[config.mk]
export PLATFORM = sky130hd
export DESIGN_NAME = y_bit_packer
export DESIGN_NICKNAME = d
export VERILOG_FILES = /design/src/rtl/bitpack_pkg.sv /design/src/rtl/bitpack_fifo.sv /design/src/rtl/y_bit_packer.sv
export SDC_FILE = /design/constraint.sdc
export NUM_CORES = 1
export LEC_CHECK = 0
export ABC_AREA = 1
export ABC_CLOCK_PERIOD_IN_PS = 4900
export BUFFER_PORTS_ARGS = -buffer_cell sky130_fd_sc_hd__buf_4
export CORE_ASPECT_RATIO = 0.8
export CORE_UTILIZATION = 29
export CTS_CLUSTER_DIAMETER = 100
export CTS_CLUSTER_SIZE = 20
export DETAILED_ROUTE_END_ITERATION = 8
export SKIP_CTS_REPAIR_TIMING = 1
export SLEW_MARGIN = 20
export SYNTH_ARGS = -nofsm -noshare
export SYNTH_HDL_FRONTEND = slang
export SYNTH_SLANG_ARGS = --single-unit
export TNS_END_PERCENT = 20
[constraint.sdc]
create_clock -name clk -period 4.9 [get_ports clk]
set_input_delay 0.49 -clock clk [delete_from_list [all_inputs] [get_ports clk]]
set_output_delay 0.49 -clock clk [all_outputs]
set_load 0.01 [all_outputs]
[src/rtl/bitpack_pkg.sv]
// bitpack_pkg: shared constants and FIFO entry type for the y-stream bit packer.
// Optional per-word parity storage is enabled by BITPACK_PARITY_EN.
package bitpack_pkg;
    localparam int BP_WIDTH = 8;
    localparam int BP_DEPTH = 4;
    localparam int BP_LEN_W = $clog2(BP_WIDTH + 1);

    typedef struct packed {
        logic [BP_WIDTH-1:0] data;
        logic [BP_LEN_W-1:0] len;
`ifdef BITPACK_PARITY_EN
        logic                parity;
`endif
    } entry_t;
endpackage

[src/rtl/bitpack_fifo.sv]
// bitpack_fifo: synchronous FIFO of packed words; head holds the last popped entry while empty.
module bitpack_fifo
    import bitpack_pkg::*;
#(
    parameter type T     = entry_t,
    parameter int  DEPTH = BP_DEPTH
) (
    input  logic clk,
    input  logic reset_n,
    input  logic push_i,
    input  T     wr_data_i,
    input  logic pop_i,
    output logic full_o,
    output logic empty_o,
    output T     head_o
);
    localparam int PTR_W = $clog2(DEPTH);

    T                 mem_q [DEPTH];
    logic [PTR_W-1:0] wr_q, rd_q;
    logic [PTR_W:0]   cnt_q, cnt_d;
    logic             do_push, do_pop;

    assign full_o  = cnt_q == (PTR_W+1)'(DEPTH);
    assign empty_o = cnt_q == '0;
    assign do_push = push_i && !full_o;
    assign do_pop  = pop_i && !empty_o;
    assign cnt_d   = cnt_q + (PTR_W+1)'(do_push) - (PTR_W+1)'(do_pop);
    // Pointing one slot back while empty keeps the last popped word on the outputs.
    assign head_o  = mem_q[empty_o ? rd_q - 1'b1 : rd_q];

    always_ff @(posedge clk or negedge reset_n) begin
        if (!reset_n) begin
            for (int i = 0; i < DEPTH; i++) mem_q[i] <= '0;
            wr_q  <= '0;
            rd_q  <= '0;
            cnt_q <= '0;
        end else begin
            if (do_push) mem_q[wr_q] <= wr_data_i;
            wr_q  <= do_push ? wr_q + 1'b1 : wr_q;
            rd_q  <= do_pop ? rd_q + 1'b1 : rd_q;
            cnt_q <= cnt_d;
        end
    end
endmodule

[src/rtl/y_bit_packer.sv]
// y_bit_packer: packs the accepted 1-bit y stream LSB-first into words, with flush of partial words.
// Define BITPACK_PARITY_EN to store per-word parity and expose out_parity.
module y_bit_packer
    import bitpack_pkg::*;
#(
    parameter int WIDTH = BP_WIDTH,
    parameter int DEPTH = BP_DEPTH
) (
    input  logic                         clk,
    input  logic                         reset_n,
    input  logic                         in_data,
    input  logic                         in_en,
    output logic                         in_rdy,
    input  logic                         flush,
    output logic [WIDTH-1:0]             out_data,
    output logic [$clog2(WIDTH+1)-1:0]   out_len,
    output logic                         out_en,
    input  logic                         out_rdy
`ifdef BITPACK_PARITY_EN
    ,
    output logic                         out_parity
`endif
);
    localparam int LEN_W = $clog2(WIDTH + 1);

    typedef struct packed {
        logic [WIDTH-1:0] data;
        logic [LEN_W-1:0] len;
`ifdef BITPACK_PARITY_EN
        logic             parity;
`endif
    } word_t;

    logic [WIDTH-1:0] asm_q, asm_d, asm_w;
    logic [LEN_W-1:0] cnt_q, cnt_d, cnt_w;
    logic             pend_q, pend_d;
    logic             accept, flush_req, push, full, empty;
    word_t            wr_word, head;

    assign in_rdy = reset_n && !full && !pend_q;
    assign accept = in_en && in_rdy;

    always_comb begin
        asm_w     = accept ? asm_q | (WIDTH'(in_data) << cnt_q) : asm_q;
        cnt_w     = cnt_q + LEN_W'(accept);
        flush_req = flush || pend_q;
        // A completed word always pushes; otherwise a flush pushes whatever is pending if there is room.
        push      = cnt_w == LEN_W'(WIDTH) || (flush_req && cnt_w != '0 && !full);
        pend_d    = flush_req && cnt_w != '0 && !push;
        cnt_d     = push ? '0 : cnt_w;
        asm_d     = push ? '0 : asm_w;
        wr_word      = '0;
        wr_word.data = asm_w;
        wr_word.len  = cnt_w;
`ifdef BITPACK_PARITY_EN
        wr_word.parity = ^asm_w;
`endif
    end

    always_ff @(posedge clk or negedge reset_n) begin
        if (!reset_n) begin
            asm_q  <= '0;
            cnt_q  <= '0;
            pend_q <= 1'b0;
        end else begin
            asm_q  <= asm_d;
            cnt_q  <= cnt_d;
            pend_q <= pend_d;
        end
    end

    bitpack_fifo #(.T(word_t), .DEPTH(DEPTH)) u_fifo (
        .clk      (clk),
        .reset_n  (reset_n),
        .push_i   (push),
        .wr_data_i(wr_word),
        .pop_i    (out_rdy),
        .full_o   (full),
        .empty_o  (empty),
        .head_o   (head)
    );

    assign out_en   = !empty;
    assign out_data = head.data;
    assign out_len  = head.len;
`ifdef BITPACK_PARITY_EN
    assign out_parity = head.parity;
`endif
endmodule
Word level (Yosys, flattened, before mapping). Index checks and enable logic that the tools add are counted.

Equal/unequal tests: 2. $lt $le $gt $ge: 3. Add/subtract/negate cells: 6. Mux-type cells: 10. Bitwise logic cells: 3. Shift-type cells: 1. Reduce and logical (&&, ||, !) cells: 17.

Operator list (count): 48-bit bitwise mux (1); 12-bit two-way mux (3); 12-bit binary-select mux with 2-bit select (1); 12-bit demux with 2-bit select (1); 8-bit two-way mux (2); 1-bit logical AND (9); 8-bit bitwise OR (1); 1-bit by 4-bit left shift with 8-bit output (1); 3-bit >= comparator (second input constant) (2); 2-bit inverter with 3-bit output (2); 2-bit by 1-bit adder with 2-bit output (second input constant) (2); 4-bit by 1-bit adder with 4-bit output (1); 4-bit equality test (second input constant) (1); 1-bit zero test (4); 4-bit two-way mux (1); 4-bit nonzero test (1); 3-bit by 1-bit adder with 3-bit output (1); 3-bit equality test (second input constant) (1); 3-bit zero test (1); 3-bit by 1-bit < comparator with 1-bit output (second input constant) (1); 3-bit by 1-bit subtractor with 3-bit output (1); 1-bit logical OR (2); 2-bit two-way mux (1); 2-bit by 1-bit subtractor with 2-bit output (second input constant) (1).

Output and inout port bits: 14. Logic and storage cells: 56. Register bits after elaboration: 68.

Longest topological paths before layout.
Depth after elaboration: 13. Depth in mapped cells: 17. Depth with buffers taken out: 17.

Modules after synthesis. Synthesis repeated with hierarchy kept, for this count alone.

Cell total of the unflattened synthesis: 458. Area, all modules: 3647.2 sq um.

By module, submodules not included: bitpack_fifo (area each 2882.8 sq um, times used 1, cells each 353); y_bit_packer (area each 764.5 sq um, times used 1, cells each 105).

Worst setup path before layout. OpenSTA, ideal clock, no wires.

Path type: register to register. From: reg u_fifo.cnt_q[1]. To: reg u_fifo.cnt_q[2]. Stages on the path, launching flop included: 16. Data required time: 4.777 ns. Arrival time: 2.769 ns. Period minus slack after synthesis: 2.892 ns. Path buffers: 0. Slack: 2.008 ns. Path through: dfrtp_1 -> nor2_4 -> nand2_8 -> nand3_2 -> inv_1 -> ha_1 -> ha_1 -> nor2_1 -> nand3_2 -> nand2_4 -> nand3_4 -> inv_1 -> ha_1 -> inv_1 -> fa_1 -> xnor2_1.

Word-level cells in the longest chain between the ends: 13. Elaborated cells between the ends (all ways): 17.

Ends and longest elaborated chain: start: declaration (RTL line bitpack_fifo.sv:21) `logic [PTR_W:0] cnt_q, cnt_d;`; start signal: assignment (RTL line bitpack_fifo.sv:42) `cnt_q <= cnt_d;`; 3-bit equality test * (RTL line bitpack_fifo.sv:24) `assign full_o = cnt_q == (PTR_W+1)'(DEPTH);`; 1-bit zero test * (RTL line y_bit_packer.sv:40) `assign in_rdy = reset_n && !full && !pend_q;`; 1-bit logical AND * (2 in series) (RTL line y_bit_packer.sv:40); 1-bit logical AND * (RTL line y_bit_packer.sv:41) `assign accept = in_en && in_rdy;`; 4-bit by 1-bit adder with 4-bit output * (RTL line y_bit_packer.sv:45) `cnt_w = cnt_q + LEN_W'(accept);`; net cnt_w[1] (RTL line y_bit_packer.sv:35) `logic [LEN_W-1:0] cnt_q, cnt_d, cnt_w;`; 4-bit nonzero test (RTL line y_bit_packer.sv:48) `push = cnt_w == LEN_W'(WIDTH) || (flush_req && cnt_w != '0 && !full);`; 1-bit logical AND (2 in series) (RTL line y_bit_packer.sv:48); 1-bit logical OR * (RTL line y_bit_packer.sv:48); 1-bit logical AND * (RTL line bitpack_fifo.sv:26) `assign do_push = push_i && !full_o;`; net u_fifo.do_push (RTL line bitpack_fifo.sv:22) `logic do_push, do_pop;`; 3-bit by 1-bit adder with 3-bit output * (RTL line bitpack_fifo.sv:28) `assign cnt_d = cnt_q + (PTR_W+1)'(do_push) - (PTR_W+1)'(do_pop);`; 3-bit by 1-bit subtractor with 3-bit output * (RTL line bitpack_fifo.sv:28); net u_fifo.cnt_d[2] (RTL line bitpack_fifo.sv:21).

The timed path passes the listed nets; every way through them passes the cells marked *. A chain may end at the register's enable or synchronous reset.

Worst setup path after layout.
From: reg u_fifo.cnt_q[1]. To: reg u_fifo.cnt_q[1].

Same word-level chain as after synthesis.

==> impl_metrics.tcl <==
set metrics [dict create \
    status "complete, no violations" \
    p_leak_nw 2.238 \
    place_congestion 0.7821 \
    min_path_type "input pin to asynchronous set/reset pin" \
    min_period_ns 3.191 \
    die_h_um 101.5 \
    power.total_w 0.002715 \
    grtUsageTotal_pct 14.41 \
    cap_violations 0 \
    layout_setup_ws_ns 1.709 \
    setup_viol 0 \
    layout-drive-gt1-share_pct 16.16 \
    clockBufferDepth 2 \
    tns_ns 0 \
    dp_hpwl_mm 5.445 \
    synth_nets 451 \
    cts_tree "yes" \
    p_per_area_nw_per_um2 654.6 \
    core_sq_um 11780 \
    diodes 0 \
    final_common_cell "nand2_1" \
    clock_skew_ns 0.006218 \
    worst_pin_slew_ns 0.8722 \
    endpoint_kind "flop" \
    cp.arrival_ns 3.42 \
    yosysWarnings 0 \
    hold_slack_ns 0.3910 \
    rows 35 \
    wl_per_cell_um 13.76 \
    cp_cell_sequence "nor2_4 -> nand2_8 -> nand3_2 -> inv_1 -> ha_1 -> ha_1 -> nor2_1 -> nand3_2 -> nand2_4 -> nand3_4 -> inv_1 -> ha_1 -> inv_1 -> fa_1 -> inv_1" \
    grt-ovfl-total 0 \
    path_max_fanout 10 \
    clock_latency_ns 0.33 \
    finalMaxSlewViolations 0 \
    clkPwrFrac_pct 27.3 \
    vias 2719 \
    syn_area_sq_um 3587 \
    max_freq_mhz 313.4 \
    fillers 1192 \
    ff2ff_path_depth 15 \
    drt_iter0_drc 155 \
    start_util_pct 30.45 \
    swShare_pct 40.95 \
    rsz0062_at_grt "false" \
    cts_root_buffer "clkbuf_16" \
    cts_sinks 68 \
    hold_viol 0 \
    relSlewSlack_pct 41.85 \
    first_global_vias 2753 \
    path_clk_slew_ns 0.06 \
    cp-start-kind "flop" \
    grt_pass1_wl_mm 14.02 \
    slowest_delay_ns 0.48 \
    die_x_um 126.3 \
    nets 468 \
    fp.dieArea_sq_um 12820 \
    required_ns 5.13 \
    fin_crit_sh_pct 65.13 \
    ioPinCount 20 \
    netlist-cell-type-count 29 \
    drt_pass1_iterations 6 \
    routed_wl_mm 8.339 \
    p_sw_w 0.001112 \
    syn_inst 436 \
    mostFrequentLayoutCells "nand2_1 (190), dfrtp_1 (68), inv_1 (57), o211ai_1 (24), buf_4 (21)" \
    cts_htree_levels 3 \
    yosysSeqAreaShare_pct 47.44 \
    drc_errors 0 \
    internal-power_w 0.001603 \
    ant_nets 0 \
    critical_path_class "flop to flop" \
    cts_buffers 9 \
    viasPerCell 4.487 \
    synth_top_area_share_pct 47.44 \
    antenna_found_initial 0 \
    synth_area_per_cell_sq_um 8.228 \
    p_seq_share_pct 28.0 \
    portBuffers 19 \
    synth_top_area_cell "dfrtp_1" \
    share_comb_of_total_power_pct 44.7 \
    syn_to_final_growth_pct 15.63 \
    crit_top_cell "inv_1" \
    pre_cts_ws_ns 1.739 \
    ys_ff_latch 68 \
    critical-path-slowest-cell "fa_1" \
    fin_util_pct 35.21 \
    grt_max_degree 69 \
    irDropWorstVdd_mv 0.2219 \
    netlist_top_cells_area "dfrtp_1 (47%), nand2_1 (20%), inv_1 (6.0%)" \
]
-- kinds of logic (layout without fill, tap and decap cells) --
group	Yosys count	after routing	share of synthesized area, %
and+or+nand+nor	243	243	30.66
buffers and inverters	74	96	9.627
DFF	68	68	47.44
AOI/OAI and AO/OA	37	37	7.708
adders and majority gates	9	9	3.349
xor gates and xnor gates	5	5	1.221
-- Yosys cell counts, drive strengths merged --
cell / number
or2: 1
o211ai: 24
a21boi: 3
ha: 8
nor3: 5
xor2: 3
xnor2: 2
buf: 15
nand4: 5
nand3: 6
dfrtp: 68
o21ai: 2
nor2: 11
inv: 59
o21bai: 8
fa: 1
nand2: 215
-- worst max-delay path, delay by kind of cell, from the launching register on --
kind                     cells  cell delay (ns)
buffers and inverters        4             0.30
flip-flops                   1             0.44
adder cells (fa/ha/maj)      4             1.23
AND/OR/NAND/NOR              7             1.12
-- final cells by class --
cell class,instances,area (sq um),share of cell area [%]
clock inverters,6,112.6,2.715
flip-flops and latches,68,1702,41.03
clock buffers,10,229.0,5.520
inverters,59,221.5,5.339
repair buffers,21,157.7,3.801
well taps,148,185.2,4.465
multi-input cells,294,1540,37.13
-- sequential cells by signal (all words and copies together), names as in the netlist --
| signal | count |
|---|---|
| u_fifo.rd_q | 2 |
| u_fifo.wr_q | 2 |
| u_fifo.cnt_q | 3 |
| u_fifo.mem_q | 48 |
| cnt_q | 4 |
| asm_q | 8 |
| pend_q | 1 |
-- worst paths after layout --
path,to,startpoint,slack [ns]
min in group clk,u_fifo.rd_q[1],out_rdy,0.47
worst min register to register,u_fifo.mem_q[6],u_fifo.mem_q[6],0.48
worst max-delay path,u_fifo.cnt_q[1],u_fifo.cnt_q[1],1.71
worst min-delay path,u_fifo.mem_q[11],reset_n,0.39
worst max register to register,u_fifo.cnt_q[1],u_fifo.cnt_q[1],1.71
max in group asynchronous,cnt_q[3],reset_n,3.92
-- power by group through the flow --
| stage | clock [W] | combinational, W | sequential, W |
|---|---|---|---|
| 3_5_place_dp | 0 | 0.00123 | 0.000770 |
| 2_1_floorplan | 0 | 0.000890 | 0.000751 |
| 3_3_place_gp | 0 | 0.00120 | 0.000764 |
| 4_1_cts | 0.000757 | 0.00123 | 0.000760 |
| 5_1_grt | 0.000777 | 0.00136 | 0.000775 |
| 6_report | 0.000742 | 0.00121 | 0.000759 |
-- metal layers --
metal	up-vias	GRT usage [%]	wire length, um
li1	1372	-	-
met1	1286	19.40	4170
met2	55	23.20	3704
met3	6	2.905	387
met4	0	5.005	76
met5	-	0	0
-- per-stage QoR --
| step | instance area (sq um) | cells |
|---|---|---|
| 6_report | 4148 | 606 |
| 5_1_grt | 4148 | 606 |
| 4_1_cts | 4148 | 606 |
| 3_5_place_dp | 3806 | 590 |
| 3_3_place_gp | 3806 | 590 |
| 2_1_floorplan | 3587 | 436 |
(Power assumes the default switching activity.)
